===== config.mk =====
export PLATFORM = sky130hd
export DESIGN_NAME = tl_a_arbiter_2to1_flat
export DESIGN_NICKNAME = d
export VERILOG_FILES = /design/src/rtl/tl_a_arbiter_2to1_pkg.sv /design/src/rtl/tl_a_arbiter_2to1_if.sv /design/src/rtl/tl_a_arbiter_2to1_beat_counter.sv /design/src/rtl/tl_a_arbiter_2to1.sv /design/src/flat_wrapper.sv
export SDC_FILE = /design/constraint.sdc
export NUM_CORES = 1
export LEC_CHECK = 0
export ABC_AREA = 1
export CAP_MARGIN = 20
export CORE_AREA = 2 2 231 233
export DETAILED_ROUTE_END_ITERATION = 8
export DIE_AREA = 0 0 233 235
export PLACE_DENSITY = 0.3
export SYNTH_ARGS = -nofsm -noshare
export SYNTH_HDL_FRONTEND = slang
export SYNTH_SLANG_ARGS = --single-unit

===== constraint.sdc =====
create_clock -name clock -period 2.95 [get_ports clock]
set_clock_uncertainty 0.05 [all_clocks]
set_input_delay 0.7375 -clock clock [delete_from_list [all_inputs] [get_ports clock]]
set_output_delay 0.7375 -clock clock [all_outputs]
set_load 0.1 [all_outputs]

===== src/rtl/tl_a_arbiter_2to1_pkg.sv =====
// Shared TileLink-UL types, opcodes and beat math for the 2:1 A-channel arbiter.
// Used by every file of tl_a_arbiter_2to1 (perf option: TL_ARB_PERF_EN).
package tl_arb_pkg;

   localparam int SRC_W      = 3;
   localparam int BEAT_BYTES = 8;
   localparam int MAX_SIZE   = 6;
   localparam int ADDR_W     = 32;
   localparam int DATA_W     = BEAT_BYTES * 8;
   localparam int BEAT_LG    = $clog2(BEAT_BYTES);
   localparam int BEATS_W    = 8;

   localparam logic [2:0] PUT_FULL    = 3'd0;
   localparam logic [2:0] PUT_PARTIAL = 3'd1;
   localparam logic [2:0] GET         = 3'd4;
   localparam logic [2:0] ACK         = 3'd0;
   localparam logic [2:0] ACK_DATA    = 3'd1;

   typedef struct packed {
      logic [2:0]            opcode;
      logic [2:0]            param;
      logic [2:0]            size;
      logic [SRC_W-1:0]      source;
      logic [ADDR_W-1:0]     address;
      logic [BEAT_BYTES-1:0] mask;
      logic [DATA_W-1:0]     data;
      logic                  corrupt;
   } tl_a_req_t;

   typedef struct packed {
      logic [2:0]            opcode;
      logic [2:0]            param;
      logic [2:0]            size;
      logic [SRC_W:0]        source;
      logic [ADDR_W-1:0]     address;
      logic [BEAT_BYTES-1:0] mask;
      logic [DATA_W-1:0]     data;
      logic                  corrupt;
   } tl_a_out_t;

   typedef struct packed {
      logic [2:0]        opcode;
      logic [2:0]        size;
      logic [SRC_W-1:0]  source;
      logic              denied;
      logic [DATA_W-1:0] data;
      logic              corrupt;
   } tl_d_req_t;

   typedef struct packed {
      logic [2:0]        opcode;
      logic [2:0]        size;
      logic [SRC_W:0]    source;
      logic              denied;
      logic [DATA_W-1:0] data;
      logic              corrupt;
   } tl_d_out_t;

   typedef enum logic {IDLE = 1'b0, LOCKED = 1'b1} arb_state_t;

   // Only Puts carry data beats; anything up to one bus width is one beat.
   function automatic logic [BEATS_W-1:0] beats_of(
      input logic [2:0] opcode,
      input logic [2:0] size
   );
      logic [BEATS_W-1:0] b;
      b = BEATS_W'(1);
      if ((opcode == PUT_FULL || opcode == PUT_PARTIAL) &&
          size > 3'(BEAT_LG))
         b = BEATS_W'(1) << (size - 3'(BEAT_LG));
      return b;
   endfunction

endpackage


===== src/rtl/tl_a_arbiter_2to1_if.sv =====
// Requester-side and memory-side TileLink-UL A/D handshake bundles.
// Part of tl_a_arbiter_2to1 (perf option: TL_ARB_PERF_EN).
interface tl_req_if;
   import tl_arb_pkg::*;

   logic      a_valid;
   logic      a_ready;
   tl_a_req_t a_bits;
   logic      d_valid;
   logic      d_ready;
   tl_d_req_t d_bits;

   modport master (
      output a_valid, a_bits, d_ready,
      input  a_ready, d_valid, d_bits
   );
   modport slave (
      input  a_valid, a_bits, d_ready,
      output a_ready, d_valid, d_bits
   );
endinterface

interface tl_mem_if;
   import tl_arb_pkg::*;

   logic      a_valid;
   logic      a_ready;
   tl_a_out_t a_bits;
   logic      d_valid;
   logic      d_ready;
   tl_d_out_t d_bits;

   modport master (
      output a_valid, a_bits, d_ready,
      input  a_ready, d_valid, d_bits
   );
   modport slave (
      input  a_valid, a_bits, d_ready,
      output a_ready, d_valid, d_bits
   );
endinterface


===== src/rtl/tl_a_arbiter_2to1_beat_counter.sv =====
// Burst lock holder: owning requester index and remaining-beat down-counter.
// Part of tl_a_arbiter_2to1 (perf option: TL_ARB_PERF_EN).
module tl_beat_counter
   import tl_arb_pkg::*;
(
   input  logic               clock,
   input  logic               reset,
   input  logic               load,
   input  logic               load_idx,
   input  logic [BEATS_W-1:0] load_cnt,
   input  logic               dec,
   output logic               lock_idx,
   output logic               last
);

   logic [BEATS_W-1:0] beats_left;

   always_ff @(posedge clock or posedge reset) begin
      if (reset) begin
         lock_idx   <= 1'b0;
         beats_left <= '0;
      end else if (load) begin
         lock_idx   <= load_idx;
         beats_left <= load_cnt;
      end else if (dec && beats_left != '0) begin
         beats_left <= beats_left - 1'b1;
      end
   end

   assign last = (beats_left == BEATS_W'(1));

endmodule


===== src/rtl/tl_a_arbiter_2to1.sv =====
// Round-robin 2:1 TileLink-UL A arbiter with burst lock and source-tagged D routing.
// Optional perf counters when TL_ARB_PERF_EN is defined.
module tl_a_arbiter_2to1
   import tl_arb_pkg::*;
(
   input  logic     clock,
   input  logic     reset,
   tl_req_if.slave  in0,
   tl_req_if.slave  in1,
   tl_mem_if.master out
`ifdef TL_ARB_PERF_EN
   ,
   output logic [31:0] perf_grants0,
   output logic [31:0] perf_grants1,
   output logic [31:0] perf_conflicts
`endif
);

   arb_state_t         state, state_n;
   logic               rr_ptr, rr_n;
   logic               g, g_valid, fire;
   tl_a_req_t          gb;
   logic [BEATS_W-1:0] beats;
   logic               load, dec, lock_idx, last;
   logic               dsel;

   always_comb begin
      g = 1'b0;
      if (state == LOCKED)
         g = lock_idx;
      else if (in0.a_valid && in1.a_valid)
         g = rr_ptr;
      else if (in1.a_valid)
         g = 1'b1;
   end

   assign g_valid = g ? in1.a_valid : in0.a_valid;
   assign gb      = g ? in1.a_bits  : in0.a_bits;
   assign beats   = beats_of(gb.opcode, gb.size);

   always_comb begin
      out.a_bits         = '0;
      out.a_bits.opcode  = gb.opcode;
      out.a_bits.param   = gb.param;
      out.a_bits.size    = gb.size;
      out.a_bits.source  = {g, gb.source};
      out.a_bits.address = gb.address;
      out.a_bits.mask    = gb.mask;
      out.a_bits.data    = gb.data;
      out.a_bits.corrupt = gb.corrupt;
   end

   // Reset gating keeps all handshakes quiet while reset is held.
   assign out.a_valid = g_valid & ~reset;
   assign in0.a_ready = ~reset & ~g & out.a_ready;
   assign in1.a_ready = ~reset &  g & out.a_ready;
   assign fire        = out.a_valid & out.a_ready;

   always_ff @(posedge clock or posedge reset) begin
      if (reset) begin
         state  <= IDLE;
         rr_ptr <= 1'b0;
      end else begin
         state  <= state_n;
         rr_ptr <= rr_n;
      end
   end

   always_comb begin
      state_n = state;
      rr_n    = rr_ptr;
      load    = 1'b0;
      dec     = 1'b0;
      unique case (state)
         IDLE: begin
            if (fire) begin
               if (beats == BEATS_W'(1)) begin
                  rr_n = ~g;
               end else begin
                  load    = 1'b1;
                  state_n = LOCKED;
               end
            end
         end
         LOCKED: begin
            if (fire) begin
               dec = 1'b1;
               if (last) begin
                  rr_n    = ~lock_idx;
                  state_n = IDLE;
               end
            end
         end
         default: state_n = IDLE;
      endcase
   end

   tl_beat_counter u_cnt (
      .clock    (clock),
      .reset    (reset),
      .load     (load),
      .load_idx (g),
      .load_cnt (beats - BEATS_W'(1)),
      .dec      (dec),
      .lock_idx (lock_idx),
      .last     (last)
   );

   assign dsel = out.d_bits.source[SRC_W];

   always_comb begin
      in0.d_bits         = '0;
      in0.d_bits.opcode  = out.d_bits.opcode;
      in0.d_bits.size    = out.d_bits.size;
      in0.d_bits.source  = out.d_bits.source[SRC_W-1:0];
      in0.d_bits.denied  = out.d_bits.denied;
      in0.d_bits.data    = out.d_bits.data;
      in0.d_bits.corrupt = out.d_bits.corrupt;
      in1.d_bits         = in0.d_bits;
   end

   assign in0.d_valid = ~reset & out.d_valid & ~dsel;
   assign in1.d_valid = ~reset & out.d_valid &  dsel;
   assign out.d_ready = ~reset & (dsel ? in1.d_ready : in0.d_ready);

`ifdef TL_ARB_PERF_EN
   always_ff @(posedge clock or posedge reset) begin
      if (reset) begin
         perf_grants0   <= '0;
         perf_grants1   <= '0;
         perf_conflicts <= '0;
      end else begin
         if (state == IDLE && fire && !g)
            perf_grants0 <= perf_grants0 + 32'd1;
         if (state == IDLE && fire && g)
            perf_grants1 <= perf_grants1 + 32'd1;
         if (state == IDLE && in0.a_valid && in1.a_valid)
            perf_conflicts <= perf_conflicts + 32'd1;
      end
   end
`endif

   a_size_legal: assert property (
      @(posedge clock) disable iff (reset)
      out.a_valid |-> (out.a_bits.size <= 3'(MAX_SIZE))
   );

endmodule


===== src/flat_wrapper.sv =====
// flat-port wrapper written by rule: the top's interface ports become plain ports
module tl_a_arbiter_2to1_flat import tl_arb_pkg::*;
  (clock, reset, in0_a_valid, in0_a_bits, in0_d_ready, in0_a_ready, in0_d_valid, in0_d_bits, in1_a_valid, in1_a_bits, in1_d_ready, in1_a_ready, in1_d_valid, in1_d_bits, out_a_valid, out_a_bits, out_d_ready, out_a_ready, out_d_valid, out_d_bits);
  tl_req_if in0_i ();
  tl_req_if in1_i ();
  tl_mem_if out_i ();
  input  logic clock;
  input  logic reset;
  input wire logic [$bits(in0_i.a_valid)-1:0] in0_a_valid;
  input wire logic [$bits(in0_i.a_bits)-1:0] in0_a_bits;
  input wire logic [$bits(in0_i.d_ready)-1:0] in0_d_ready;
  output wire logic [$bits(in0_i.a_ready)-1:0] in0_a_ready;
  output wire logic [$bits(in0_i.d_valid)-1:0] in0_d_valid;
  output wire logic [$bits(in0_i.d_bits)-1:0] in0_d_bits;
  input wire logic [$bits(in1_i.a_valid)-1:0] in1_a_valid;
  input wire logic [$bits(in1_i.a_bits)-1:0] in1_a_bits;
  input wire logic [$bits(in1_i.d_ready)-1:0] in1_d_ready;
  output wire logic [$bits(in1_i.a_ready)-1:0] in1_a_ready;
  output wire logic [$bits(in1_i.d_valid)-1:0] in1_d_valid;
  output wire logic [$bits(in1_i.d_bits)-1:0] in1_d_bits;
  output wire logic [$bits(out_i.a_valid)-1:0] out_a_valid;
  output wire logic [$bits(out_i.a_bits)-1:0] out_a_bits;
  output wire logic [$bits(out_i.d_ready)-1:0] out_d_ready;
  input wire logic [$bits(out_i.a_ready)-1:0] out_a_ready;
  input wire logic [$bits(out_i.d_valid)-1:0] out_d_valid;
  input wire logic [$bits(out_i.d_bits)-1:0] out_d_bits;
  assign in0_i.a_valid = in0_a_valid;
  assign in0_i.a_bits = in0_a_bits;
  assign in0_i.d_ready = in0_d_ready;
  assign in0_a_ready = in0_i.a_ready;
  assign in0_d_valid = in0_i.d_valid;
  assign in0_d_bits = in0_i.d_bits;
  assign in1_i.a_valid = in1_a_valid;
  assign in1_i.a_bits = in1_a_bits;
  assign in1_i.d_ready = in1_d_ready;
  assign in1_a_ready = in1_i.a_ready;
  assign in1_d_valid = in1_i.d_valid;
  assign in1_d_bits = in1_i.d_bits;
  assign out_a_valid = out_i.a_valid;
  assign out_a_bits = out_i.a_bits;
  assign out_d_ready = out_i.d_ready;
  assign out_i.a_ready = out_a_ready;
  assign out_i.d_valid = out_d_valid;
  assign out_i.d_bits = out_d_bits;
  tl_a_arbiter_2to1 u_core (.clock(clock), .reset(reset), .in0(in0_i), .in1(in1_i), .out(out_i));
endmodule

* Word-level counts from Yosys, hierarchy flattened
Cells that the tools add are included.
Word-level totals: bits in writable memories 0, bits of input ports 318, register bits 11, memories kept 0, output and inout bits 274, bits in latches 0, logic and storage cells 61, ROM bits 0
Operators by class: divide/modulo/power cells 0, $lt $le $gt $ge 1, multiplexer cells 22, $add $sub $neg 3, reduce and logical (&&, ||, !) cells 8, equal/unequal tests 7, bitwise logic cells 15, shift operators 1, multipliers 0
Operator list (number):
- $mux 117 | 1
- $mux 8 | 3
- $eq 8x1->1 const B | 2
- $mux 1 | 16
- $sub 8x1->8 const B | 2
- $and 1x1->1 | 10
- $reduce_bool 8->1 | 1
- $shl 1x3->8 const A | 1
- $not 1->1 | 5
- $ne 2x1->1 const B | 2
- $ne 2x2->1 const B | 2
- $pmux 1 s2 | 2
- $reduce_and 4->1 | 1
- $eq 3x1->1 const B | 1
- $gt 3x2->1 const B | 1
- $logic_and 1x1->1 | 3
- $logic_not 3->1 | 1
- $sub 3x2->3 const B | 1
- $reduce_bool 2->1 | 1
- $logic_or 1x1->1 | 1

* Logic depth before layout (Yosys ltp)
word-level depth 13, mapped depth 17, mapped depth without buffers 16

* Hierarchy
A second synthesis with hierarchy kept.
Unflattened totals: cell total of the unflattened synthesis 688, area total of the unflattened synthesis 3613.5 µm²
Modules (own cells, without submodules):
- tl_a_arbiter_2to1 | cells an instance 594, seq. area each 50.0 µm², times used 1, area each 2945.3 µm²
- tl_beat_counter | cells an instance 94, seq. area each 225.2 µm², times used 1, area each 668.1 µm²

* Least setup slack after synthesis
No wires, ideal clock.
path type input-to-output, start point in in1_a_valid, end point out in1_a_ready, data required time 2162 ps, stages 7, path buffers 1, slack -1229 ps, arrival 3391 ps, cells stage by stage inv_1 nor2_2 nand2_4 nand2_4 clkinv_2 clkbuf_1 nor3_1
On the way: longest elaborated chain between the ends 5, elaborated cells between the ends (all ways) 6, those cells by class mux: 3; bitwise: 2; reduce/logical: 1
RTL lines:
- from (decl) | RTL line flat_wrapper.sv:15 | input wire logic [$bits(in1_i.a_valid)-1:0] in1_a_valid;
- $mux 1 / $logic_and 1x1->1 (equally long branches) | RTL line tl_a_arbiter_2to1.sv:33, tl_a_arbiter_2to1.sv:31
- $mux 1 (*) | RTL line tl_a_arbiter_2to1.sv:31 | else if (in0.a_valid && in1.a_valid)
- $mux 1 (*) | RTL line tl_a_arbiter_2to1.sv:29 | if (state == LOCKED)
- $and 1x1->1 (*) (2 in series) | RTL line tl_a_arbiter_2to1.sv:56 | assign in1.a_ready = ~reset & g & out.a_ready;
- to (decl) | RTL line flat_wrapper.sv:18 | output wire logic [$bits(in1_i.a_ready)-1:0] in1_a_ready;
Every way passes the cells marked *; elsewhere a longest branch is shown, timed or not.

* Worst setup path after layout
start point in in1_a_valid, end point out out_a_bits[6]
On the way: longest elaborated chain between the ends 4, elaborated cells between the ends (all ways) 5, those cells by class mux: 4; reduce/logical: 1
RTL lines:
- $mux 1 / $logic_and 1x1->1 (equally long branches) | RTL line tl_a_arbiter_2to1.sv:33, tl_a_arbiter_2to1.sv:31
- $mux 1 (*) | RTL line tl_a_arbiter_2to1.sv:31
- $mux 1 (*) | RTL line tl_a_arbiter_2to1.sv:29
- $mux 117 (*) | RTL line tl_a_arbiter_2to1.sv:38 | assign gb = g ? in1.a_bits : in0.a_bits;
- to (decl) | RTL line flat_wrapper.sv:22 | output wire logic [$bits(out_i.a_bits)-1:0] out_a_bits;
Marks and branches as above.

==> results.yml <==
outcome:
  run_status: "completed"
synth:
  synth_edf_count: 0
  ys_types: 29
  synth.ff_latch_count: 11
  yosysTopAreaCellShare_pct: 40.7
  synthArstFlopShare_pct: 100
  synth_top_cell_by_area: "nand2_1"
  syn_inst: 667
  synthTopCellsByArea: "nand2_1, buf_4, dfrtp_1"
  synth-main-ff-cell: "dfrtp_1"
  synthesis.nets: 989
  synth_warnings: 0
  netlist_area_um2: 3500
  seq_area_frac_synth_pct: 7.87
  synth.avg_cell_area_um2: 5.24
grt:
  antenna_found_initial: 2
  grtUsageTotal_pct: 8.34
  overflow: 0
  grt_max_degree: 25
  grt_pass1_vias: 5083
  grt_pass1_wl_um: 33900
clocking:
  clk_latency_ps: 240
  clock_path_buffers: 2
  clock_sinks: 11
  cts_made_buffers: 3
  cts_tree: "done"
  cts.htree.levels: 1
  clk_pin_slew_ps: 40
  cts.hold.buffers_added: 0
  cts-root-buf: "clkbuf_16"
floorplanning:
  die_h_um: 235
  dieWidth_um: 233
  io_pins: 592
  initial_core_util_pct: 6.70
  rows: 84
  die_area_um2: 54800
  core_area_um2: 52200
routing:
  antenna_left: 0
  route.detailed.drc: 0
  drt_iter0_drc: 77
  wl_per_cell_um: 14.8
  via_count: 4765
  drt_first_pass_iters: 4
  wl_um: 23800
  via_per_inst: 2.97
layout:
  fin_cells: 1603
  n_fill_cell: 5842
  final_common_cell: "nand2_1"
  final_cell_mix: "nand2_1, clkdlybuf4s50_1, buf_12"
  drive_gt1_share_pct: 36.3
  syn2layout_area_growth_pct: 170
  antenna_cells: 0
  layout.nets: 1238
sta:
  grt_setup_unrepaired: "yes"
  setup-violations-final: 0
  slew_violations: 0
  setup_ws_ps: 69.1
  hold_violations: 0
  maxSlewHeadroom_pct: 78.2
  layout_min_cycle_time_ps: 2880
  finalCritPeriodShare_pct: 97.7
  tightestPinTransition_ps: 325
  fmax_mhz: 347
placed_design:
  place_ws_ps: -321
  dp_hpwl_um: 19400
  place_inst: 1582
  numPortBuffers: 366
  place_congestion: 0.722
setup_path:
  reg2reg_slack_ps: 490
  crit_fanout: 6
  path_class: "input pin to output port"
  worst_ep_arrival_time_ps: 2090
  required_ps: 2160
  start_kind: "input pin"
  end_kind: "output port"
run:
  max_cap_violations: 0
pwr:
  p_leak_uw: 0.00412
  powerDensity_nw_per_um2: 1090
  ir_worst_vdd_v: 0.000479
min_path:
  hold_path.class: "flop to flop"
==> cell type report <==
cell class	instances	area, um^2	share of cell area [%]
repair buffers	421	5610	59.4
multi-input cells	456	2530	26.7
well taps	688	861	9.10
flip-flops and latches	11	275	2.91
inverters	23	103	1.08
clock buffers	4	78.8	0.833
==> synthesized netlist by cell type, types with 2 or more instances <==
library cell / instances
a21oi_1: 2
dfrtp_1: 11
buf_4: 152
nand3b_1: 3
nand3_1: 27
buf_2: 2
nand2_4: 2
nor3_1: 5
nor2_1: 12
inv_2: 2
ha_1: 4
nand2_1: 379
o21ai_1: 3
clkbuf_1: 23
inv_1: 19
nor2_2: 3
nand2_2: 4
xor2_1: 3
==> sequential cells by signal (all words and copies together), names as in the netlist <==
register and count:
u_core.rr_ptr 1, u_core.u_cnt.beats_left 8, u_core.u_cnt.lock_idx 1, u_core.state 1
==> routing by layer <==
layer / up-vias / share of wire, % / track usage, %
li1: 2359 / - / -
met1: 2028 / 39 / 9.40
met2: 334 / 45 / 13.6
met3: 40 / 14 / 4.95
met4: 4 / 1.4 / 1.43
met5: - / 0.24 / 0.536
==> metrics by stage <==
stage | utilization, % | total power, uW | area [um^2] | hold WS [ps] | setup TNS (ps)
6_report | 18.1 | 10400 | 9460 | 458 | 0
5_1_grt | 18.1 | 10800 | 9460 | 490 | -143
4_1_cts | 18.2 | 10600 | 9500 | 464 | 0
3_5_place_dp | 17.1 | 9630 | 8940 | 452 | -24480
3_3_place_gp | 17.1 | 9660 | 8940 | 444 | -24560
2_1_floorplan | - | 6940 | 4070 | 425 | -373
==> cell families (layout without fill, tap and decap cells) <==
group,count (synthesis),count (layout),share of synthesized area [%]
AND/OR/NAND/NOR,442,442,51.0
buffers and inverters,200,448,37.9
flip-flops,11,11,7.87
AO/OA/AOI/OAI,6,6,0.858
adder cells (fa/ha/maj),4,4,1.43
XOR/XNOR,4,4,1.00
==> final timing paths <==
| path | from | end | cells after the start |
|---|---|---|---|
| setup / recovery | in1_a_valid | out_a_bits[6] | 12 |
| hold / removal | u_core.rr_ptr | u_core.rr_ptr | 2 |
| setup reg to reg | u_core.state | u_core.u_cnt.beats_left[4] | 14 |
| hold reg to reg | u_core.rr_ptr | u_core.rr_ptr | 2 |
| max in group asynchronous | reset | u_core.u_cnt.beats_left[3] | 3 |
| min in group asynchronous | reset | u_core.u_cnt.beats_left[0] | 3 |
==> where the power goes <==
part           internal, uW  switching (uW)
clock network           182            67.9
logic                  3540            6280
registers               215            66.0
==> critical path: stages <==
cell	delay (ps)
clkdlybuf4s15_2	180
inv_1	40
nor2_2	110
nand2_4	80
nand2_8	90
buf_12	150
buf_12	140
buf_12	110
buf_6	110
nand2_1	70
nand2_2	80
buf_12	170
==> what timing repair did <==
| item | in CTS | in global routing |
|---|---|---|
| resized for setup | 42 | 5 |
| pin swaps | 6 | 15 |
| buffers inserted | 12 | 0 |
| setup endpoints to repair | 119 | 56 |
| cloned | 7 | 0 |
(Power assumes the default switching activity.)
